`src/rtl/z80_bus_pkg.sv`:
```
// Shared types for the Z80 machine-cycle sequencer: bus kinds, T-states,
// the registered strobe bundle and its per-state decode.
package z80_bus_pkg;

    typedef enum logic [2:0] {
        FETCH  = 3'd0,
        MEM_RD = 3'd1,
        MEM_WR = 3'd2,
        IO_RD  = 3'd3,
        IO_WR  = 3'd4
    } bus_kind_e;

    typedef enum logic [2:0] {
        IDLE = 3'd0,
        T1   = 3'd1,
        T2   = 3'd2,
        TW   = 3'd3,
        T3   = 3'd4,
        T4   = 3'd5
    } tstate_e;

    localparam int FETCH_T = 4;
    localparam int MEM_T   = 3;
    localparam int IO_T    = 3;

    typedef struct packed {
        logic m1_n;
        logic mreq_n;
        logic iorq_n;
        logic rd_n;
        logic wr_n;
        logic rfsh_n;
    } strobe_t;

    localparam strobe_t STB_OFF = '1;

    function automatic logic is_io(input logic [2:0] kind);
        return (kind == IO_RD) || (kind == IO_WR);
    endfunction

    function automatic logic is_reserved(input logic [2:0] kind);
        return kind > IO_WR;
    endfunction

    // Strobe levels the bus must show while in state st of a cycle of this kind.
    function automatic strobe_t strobes_for(input tstate_e st, input logic [2:0] kind);
        strobe_t s;
        s = STB_OFF;
        if (st != IDLE) begin
            case (kind)
                FETCH: begin
                    s.mreq_n = 1'b0;
                    if (st == T3 || st == T4) begin
                        s.rfsh_n = 1'b0;
                    end else begin
                        s.m1_n = 1'b0;
                        s.rd_n = 1'b0;
                    end
                end
                MEM_RD: begin
                    s.mreq_n = 1'b0;
                    s.rd_n   = 1'b0;
                end
                MEM_WR: begin
                    s.mreq_n = 1'b0;
                    s.wr_n   = (st == T1);
                end
                IO_RD: if (st != T1) begin
                    s.iorq_n = 1'b0;
                    s.rd_n   = 1'b0;
                end
                IO_WR: if (st != T1) begin
                    s.iorq_n = 1'b0;
                    s.wr_n   = 1'b0;
                end
                default: s = STB_OFF;
            endcase
        end
        return s;
    endfunction

endpackage

```
`src/rtl/z80_refresh_ctr.sv`:
```
// Z80 R register: low 7 bits count refresh cycles, bit 7 only changes on load.
module z80_refresh_ctr (
    input  logic       i_clk,
    input  logic       i_rst_n,
    input  logic       i_inc,
    input  logic       i_ld,
    input  logic [7:0] i_ld_val,
    output logic [7:0] o_r
);

    logic [7:0] r_r;

    // NOTE: non-blocking assignments for every register so all flops sample pre-edge values.
    always_ff @(posedge i_clk or negedge i_rst_n) begin
        if (!i_rst_n) begin
            r_r <= 8'h00;
        end else if (i_ld) begin
            r_r <= i_ld_val;
        end else if (i_inc) begin
            r_r <= {r_r[7], r_r[6:0] + 7'd1};
        end
    end

    assign o_r = r_r;

endmodule

```
`src/rtl/z80_bus_seq.sv`:
```
// Z80 machine-cycle sequencer: turns one-shot bus requests into registered
// T-state strobe sequences with WAIT_n stretching, IO auto-wait and refresh.
module z80_bus_seq
    import z80_bus_pkg::*;
#(
    parameter int ADDR_W       = 20,
    parameter int IO_AUTO_WAIT = 1
) (
    input  logic              Clk,
    input  logic              Reset,
    input  logic              Run,
    input  logic              req,
    input  logic [2:0]        req_kind,
    input  logic [15:0]       req_addr,
    input  logic [7:0]        req_wdata,
    input  logic [ADDR_W-17:0] bank,
    input  logic [7:0]        ireg,
    output logic              ack,
    output logic              done,
    output logic [7:0]        rdata,
    output logic [ADDR_W-1:0] ADDR,
    input  logic [7:0]        Data_in,
    output logic [7:0]        Data_out,
    output logic              data_oe,
    output logic              M1_n,
    output logic              MREQ_n,
    output logic              IORQ_n,
    output logic              RD_n,
    output logic              WR_n,
    output logic              RFSH_n,
    input  logic              WAIT_n,
    output logic [2:0]        State_curr
);

    localparam logic [3:0] IOW_LOAD = (IO_AUTO_WAIT > 0) ? 4'(IO_AUTO_WAIT - 1) : 4'd0;

    tstate_e           r_state, w_next;
    logic [2:0]        r_kind, w_kind;
    logic [15:0]       r_addr, w_addr;
    logic [7:0]        r_wdata, w_wdata;
    logic [3:0]        r_iow;
    strobe_t           r_stb, w_stb;
    logic [ADDR_W-1:0] r_addr_out, w_bus_addr;
    logic [7:0]        r_dout, r_rdata;
    logic              r_oe, r_done;
    logic              w_final, w_accept, w_forced, w_is_wr, w_r_inc;
    logic [7:0]        w_r;

    z80_refresh_ctr u_rctr (
        .i_clk   (Clk),
        .i_rst_n (Reset),
        .i_inc   (w_r_inc),
        .i_ld    (1'b0),
        .i_ld_val(8'h00),
        .o_r     (w_r)
    );

    // NOTE: every always_comb output gets a default first so no latch can be inferred.
    always_comb begin
        w_final  = (r_state == T1 && is_reserved(r_kind)) ||
                   (r_state == T3 && r_kind != FETCH) || (r_state == T4);
        w_accept = req && Run && (r_state == IDLE || w_final);
        w_kind   = w_accept ? req_kind  : r_kind;
        w_addr   = w_accept ? req_addr  : r_addr;
        w_wdata  = w_accept ? req_wdata : r_wdata;
        // IO cycles ignore WAIT_n until their forced wait states have elapsed.
        w_forced = is_io(r_kind) && ((r_state == T2) ? (IO_AUTO_WAIT != 0) : (r_iow != 4'd0));
        w_next   = r_state;
        case (r_state)
            IDLE:    w_next = w_accept ? T1 : IDLE;
            T1:      w_next = is_reserved(r_kind) ? (w_accept ? T1 : IDLE) : T2;
            T2, TW:  w_next = (w_forced || !WAIT_n) ? TW : T3;
            T3:      w_next = (r_kind == FETCH) ? T4 : (w_accept ? T1 : IDLE);
            T4:      w_next = w_accept ? T1 : IDLE;
            default: w_next = IDLE;
        endcase
        w_stb   = strobes_for(w_next, w_kind);
        w_is_wr = (w_kind == MEM_WR || w_kind == IO_WR) && w_next != IDLE && w_next != T4;
        if (w_kind == FETCH && (w_next == T3 || w_next == T4)) begin
            w_bus_addr = {{(ADDR_W-16){1'b0}}, ireg, w_r};
        end else if (is_io(w_kind)) begin
            w_bus_addr = {{(ADDR_W-16){1'b0}}, w_addr};
        end else begin
            w_bus_addr = {bank, w_addr};
        end
        w_r_inc = (r_state == T4);
    end

    always_ff @(posedge Clk or negedge Reset) begin
        if (!Reset) begin
            r_state    <= IDLE;
            r_kind     <= 3'd0;
            r_addr     <= 16'h0000;
            r_wdata    <= 8'h00;
            r_iow      <= 4'd0;
            r_stb      <= STB_OFF;
            r_addr_out <= '0;
            r_dout     <= 8'h00;
            r_oe       <= 1'b0;
            r_rdata    <= 8'h00;
            r_done     <= 1'b0;
        end else begin
            r_state <= w_next;
            r_kind  <= w_kind;
            r_addr  <= w_addr;
            r_wdata <= w_wdata;
            r_stb   <= w_stb;
            r_done  <= w_final;
            r_oe    <= w_is_wr;
            if (r_state == T2) begin
                r_iow <= IOW_LOAD;
            end else if (r_iow != 4'd0) begin
                r_iow <= r_iow - 4'd1;
            end
            if (w_next != IDLE) begin
                r_addr_out <= w_bus_addr;
            end
            if (w_is_wr) begin
                r_dout <= w_wdata;
            end
            // Opcode data is captured before refresh takes over the bus; other reads at the end of T3.
            if ((r_state == T2 || r_state == TW) && w_next == T3 && r_kind == FETCH) begin
                r_rdata <= Data_in;
            end else if (r_state == T3 && (r_kind == MEM_RD || r_kind == IO_RD)) begin
                r_rdata <= Data_in;
            end
        end
    end

    assign ack        = w_accept;
    assign done       = r_done;
    assign rdata      = r_rdata;
    assign ADDR       = r_addr_out;
    assign Data_out   = r_dout;
    assign data_oe    = r_oe;
    assign M1_n       = r_stb.m1_n;
    assign MREQ_n     = r_stb.mreq_n;
    assign IORQ_n     = r_stb.iorq_n;
    assign RD_n       = r_stb.rd_n;
    assign WR_n       = r_stb.wr_n;
    assign RFSH_n     = r_stb.rfsh_n;
    assign State_curr = r_state;

endmodule

```
`config.mk`:
```
export PLATFORM = sky130hd
export DESIGN_NAME = z80_bus_seq
export DESIGN_NICKNAME = d
export VERILOG_FILES = /design/src/rtl/z80_bus_pkg.sv /design/src/rtl/z80_refresh_ctr.sv /design/src/rtl/z80_bus_seq.sv
export SDC_FILE = /design/constraint.sdc
export NUM_CORES = 1
export LEC_CHECK = 0
export CAP_MARGIN = 20
export CORE_MARGIN = 2
export CORE_UTILIZATION = 40
export CTS_BUF_LIST = sky130_fd_sc_hd__clkbuf_4 sky130_fd_sc_hd__clkbuf_8
export CTS_CLUSTER_DIAMETER = 150
export DETAILED_ROUTE_END_ITERATION = 8
export PLACE_DENSITY = 0.64
export SYNTH_ARGS = -nofsm -noshare
export SYNTH_HDL_FRONTEND = slang
export SYNTH_HIERARCHICAL = 1
export SYNTH_SLANG_ARGS = --single-unit
```
`constraint.sdc`:
```
create_clock -name Clk -period 3.7 [get_ports Clk]
set_input_delay 0.37 -clock Clk [delete_from_list [all_inputs] [get_ports Clk]]
set_output_delay 0.37 -clock Clk [all_outputs]
set_load 0.02 [all_outputs]
```
Word-level counts from Yosys, hierarchy flattened
Index checks and enable logic that the tools add are counted.
W data, S select, Z words.

word-level totals
  logic and storage cells = 96
  register bits after elaboration = 85
  output and inout port bits = 48
  bits of input ports = 52

operators by class
  mux-type cells = 26
  reduce and logical (&&, ||, !) cells = 33
  equal/unequal tests = 17
  add/sub/neg operators = 2
  magnitude comparators = 1

operator list
  operator               count
  $mux W20               2
  $mux W8                3
  $eq A3 B3 Y1 const B   6
  $mux W16               1
  $eq A3 B2 Y1 const B   5
  $eq A3 B1 Y1 const B   4
  $mux W3                4
  $pmux W3 S4            1
  $logic_and A1 B1 Y1    11
  $logic_or A1 B1 Y1     10
  $logic_not A3 Y1       3
  $mux W1                8
  $mux W4                2
  $add A7 B1 Y7 const B  1
  $mux W6                1
  $reduce_bool A3 Y1     2
  $pmux W1 S2            2
  $reduce_bool A2 Y1     2
  $reduce_bool A4 Y1     1
  $reduce_or A2 Y1       2
  $sub A4 B1 Y4 const B  1
  $gt A3 B3 Y1 const B   1
  $ne A3 B1 Y1 const B   1
  $ne A3 B3 Y1 const B   1
  other kinds (4)        4

Logic depth before layout (Yosys ltp)
  depth after elaboration = 14
  mapped depth = 10
  depth with buffers taken out = 7

Modules after synthesis
Netlist, hierarchy kept.

modules (own cells, without submodules)
  module           sequential area each (um2)  area an instance (um2)  cells each  instances
  z80_bus_seq      1,959.4                     3,624.7                 329         1
  z80_refresh_ctr  200.2                       414.1                   44          1

Worst setup path before layout
Ideal clock, no wire load.

  kind = flip-flop to output port
  from = register r_state[0], in the netlist State_curr[0]
  to = output ack
  cell stages (with the launch flop) = 10
  data arrival time = 2.181 ns
  data required time = 3.330 ns
  path buffers = 5
  setup slack = 1.149 ns
  cell sequence = dfrtp_1 -> buf_2 -> or3_4 -> nand2b_1 -> clkbuf_1 -> nand2_1 -> buf_2 -> buf_4 -> buf_2 -> inv_1

on the way
  longest elaborated chain between the ends = 6
  elaborated cells between the ends (all ways) = 10
  those cells by class = eq/ne (3); reduce/logical (7)

ends and longest elaborated chain
  what                                                 line                                  source
  start: declaration                                   z80_bus_seq.sv:37                     tstate_e r_state, w_next;
  start signal: assignment                             z80_bus_seq.sv:103                    r_state <= w_next;
  $eq A3 B1 Y1 / $eq A3 B3 Y1 (equally long branches)  -
  $logic_and A1 B1 Y1, on equally long branches        z80_bus_seq.sv:60, z80_bus_seq.sv:61
  $logic_or A1 B1 Y1                                   z80_bus_seq.sv:60                     w_final = (r_state == T1 && is_reserved(r_kind)) ||
  $logic_or A1 B1 Y1                                   z80_bus_seq.sv:61                     (r_state == T3 && r_kind != FETCH) || (r_state == T4);
  $logic_or A1 B1 Y1 *                                 z80_bus_seq.sv:62                     w_accept = req && Run && (r_state == IDLE || w_final);
  $logic_and A1 B1 Y1 *                                z80_bus_seq.sv:62
  end: declaration                                     z80_bus_seq.sv:18                     output logic ack,

Every way passes the cells marked *; elsewhere a longest branch is shown, timed or not.

Final worst setup path
  from = register r_state[1], in the netlist State_curr[1]
  to = output ack

The elaborated chain is that of the path after synthesis.

==> summary.json <==
{
  "die_width_um": 104.5,
  "remaining_drc_errors": 0,
  "startpoint_type": "flop",
  "drv_slew": 0,
  "hold_start": "r_addr[13]",
  "grt_max_degree": 87,
  "route.detailed.wl_per_inst_um": 16.20,
  "drt.antenna.violating_nets": 0,
  "clock_tree.buffer_depth": 2,
  "syn-cell-area_um2": 4039,
  "cellLeakagePower_nw": 2.303,
  "period_share_pct": 79.84,
  "numClockSinks": 86,
  "antenna_violations_before_repair": 0,
  "worst_setup_path_startpoint": "State_curr[1]",
  "r2r_setup_slk_ps": 840,
  "clk_pin_slew_worst_paths_ps": 100,
  "p_per_area_nw_per_um2": 823.3,
  "critPathArrivalTime_ps": 2580,
  "post_route_clock_skew_ps": 12.50,
  "cts-buffers-inserted": 9,
  "post_route_cells_drive_above_1_share_pct": 13.20,
  "worst_hold_path_type": "flop to flop",
  "port_buffers": 99,
  "result_of_the_run": "finished, final reports clean",
  "placedInstanceArea_um2": 5177,
  "synth_cells": 373,
  "synth-warning-count": 6,
  "holdPathEnd": "r_addr[13]",
  "r2r_cells": 7,
  "die_area_um2": 10920,
  "multi_input_comb_area_um2": 1765,
  "route.detailed.vias_per_inst": 5.160,
  "clock_tree.root_cell": "sky130_fd_sc_hd__clkbuf_8",
  "fin_setup_tns_ps": 0,
  "design.final.nets": 534,
  "tritoncts_clock_tree": "built",
  "io_pins": 100,
  "tightest_slew_ps": 802.7,
  "num_antenna_cells": 0,
  "synthFlopType": "sky130_fd_sc_hd__dfrtp_1",
  "final_routed_wirelength_mm": 10.01,
  "final_hold_fails": 0,
  "total_vias_in_the_final_route": 3189,
  "grt.overflow.total": 0,
  "fmax_ghz": 0.3385,
  "post-route-cell-area_um2": 5396,
  "fillCellCount": 887,
  "crit-reg2reg-capture": "ADDR[14]",
  "core_um2": 9774,
  "grt_first_pass_wirelength_mm": 16.48,
  "detailed_place_hpwl_mm": 7.022,
  "r2r_start": "r_iow[0]",
  "synth_enable_flop_cells": 0,
  "setup_repair_after_global_routing_missed_its_margin": "no",
  "period_needed_ps": 2954,
  "postCtsResizedCells": 0,
  "ir_worst_vdd_mv": 0.3361,
  "cts_max_level": 3,
  "detailed_router_iteration_count_before_antenna_repair": 4,
  "setup.worst_path.end_class": "primary output",
  "finalSetupViolCount": 0,
  "areaGrowthSynthToFinish_pct": 33.61,
  "die_h_um": 104.5,
  "gp_routability_congestion": 0.8226,
  "clk-insertion-delay-late_ps": 360,
  "grt_pass1_vias": 3253,
  "groute.usage.overall_pct": 18.85,
  "register_area_um2": 2160,
  "rows": 36,
  "synth.lib_cells_used.distinct": 52,
  "syn-mean-instance-area_um2": 10.83,
  "timing.hold.worst_path_depth": 1,
  "timing.setup.critical_path_class": "flop to primary output",
  "asyncSetResetFlopFracSynth_pct": 100.0,
  "timing.slew.headroom_pct": 45.10,
  "detailedRoute.firstIterationViolations": 120,
  "drv_cap": 0,
  "postCtsSetupRepairBufs": 0,
  "ys_ff_latch": 86,
  "initial_core_util_pct": 41.32,
  "critical_path.max_fanout": 13,
  "yosysSeqAreaShare_pct": 53.47,
  "timing.critical_path.required_ps": 3330
}
[cell usage after synthesis, types with 11 or more instances]
| cell | number | share of area (%) |
|---|---|---|
| sky130_fd_sc_hd__nor4_1 | 16 | 2.5 |
| sky130_fd_sc_hd__a211oi_1 | 33 | 6.1 |
| sky130_fd_sc_hd__clkbuf_1 | 13 | 1.2 |
| sky130_fd_sc_hd__nand2_1 | 19 | 1.8 |
| sky130_fd_sc_hd__mux2_2 | 25 | 7.0 |
| sky130_fd_sc_hd__inv_1 | 11 | 1.0 |
| sky130_fd_sc_hd__nor2_1 | 27 | 2.5 |
| sky130_fd_sc_hd__a21o_1 | 16 | 3.0 |
| sky130_fd_sc_hd__and3_1 | 16 | 2.5 |
| sky130_fd_sc_hd__o21ai_0 | 11 | 1.4 |
| sky130_fd_sc_hd__dfrtp_1 | 80 | 50 |
[critical path, stage by stage (launching register included)]
cell and delay, ps:
sky130_fd_sc_hd__dfrtp_1 500, sky130_fd_sc_hd__and3b_1 330, sky130_fd_sc_hd__o21a_1 380, sky130_fd_sc_hd__buf_4 260, sky130_fd_sc_hd__nand2_1 80, sky130_fd_sc_hd__inv_1 70
sky130_fd_sc_hd__clkdlybuf4s50_1 600
[layout make-up]
cell class / count / area share (%)
Clock buffer: 9 / 2.295
Clock inverter: 7 / 1.067
Inverter: 12 / 0.8347
Multi-Input combinational cell: 263 / 32.71
Sequential cell: 86 / 40.02
Tap cell: 133 / 3.084
Timing Repair Buffer: 108 / 19.99
[metrics by stage]
step	hold slack [ps]	utilization (%)	std cells	total power [mW]	setup slack, ps
2_1_floorplan	74.41	-	388	2.996	1149
3_3_place_gp	458.9	52.97	600	3.804	593.0
3_5_place_dp	465.6	52.97	600	3.860	543.0
4_1_cts	250.5	54.83	616	4.480	739.8
5_1_grt	496.9	55.21	618	4.756	561.1
6_report	482.1	55.21	618	4.443	746.1
[power by group]
part | switching (mW) | internal (mW)
clock network | 0.366 | 0.251
registers | 0.254 | 1.36
logic | 1.17 | 1.05
total | 1.79 | 2.66
[layer usage]
metal	vias to the layer above	routed length [um]	GRT usage, %
met5	-	0	0
met4	0	143	6.178
met3	10	433	2.820
met2	72	5020	31.89
met1	1536	4415	24.78
li1	1571	-	-
[layout by cell type (no fill, tap or decap), types with 16 or more instances in the layout]
master                            count
sky130_fd_sc_hd__a211oi_1            33
sky130_fd_sc_hd__nor2_1              27
sky130_fd_sc_hd__dfrtp_1             80
sky130_fd_sc_hd__a21o_1              16
sky130_fd_sc_hd__nor4_1              16
sky130_fd_sc_hd__and3_1              16
sky130_fd_sc_hd__mux2_2              25
sky130_fd_sc_hd__clkdlybuf4s50_1     98
sky130_fd_sc_hd__conb_1              16
sky130_fd_sc_hd__nand2_1             19
[timing repair]
item / CTS / global route
hold buffers: 0 / 1
endpoints found under the setup margin: 0 / 0
endpoints found under the hold margin: 0 / 31
[worst max path at each step]
stage / end / slack (ps)
2_1_floorplan: ack / 1150
3_3_place_gp: Data_out[2] / 590
3_5_place_dp: Data_out[0] / 540
4_1_cts: ack / 740
5_1_grt: ADDR[14] / 560
6_report: ack / 750
[sequential cells by signal (all words and copies together), names as in the netlist]
register and count:
ADDR 20, Data_out 8, IORQ_n 1, M1_n 1, MREQ_n 1, RD_n 1, RFSH_n 1, State_curr 3
WR_n 1, data_oe 1, done 1, r_addr 16, r_iow 4, r_kind 3, r_wdata 8, rdata 8
u_rctr/o_r 8
[logic make-up after synthesis]
group / after synthesis / synth area share, %
other cells: 1 / 0.09285
mux: 28 / 7.838
compound gates: 95 / 17.29
xor+xnor: 5 / 1.084
flops: 86 / 53.47
buf+inv: 39 / 4.213
simple gates: 117 / 15.40
fa+ha+maj: 2 / 0.6195
Power figures use the tool's default switching activity.
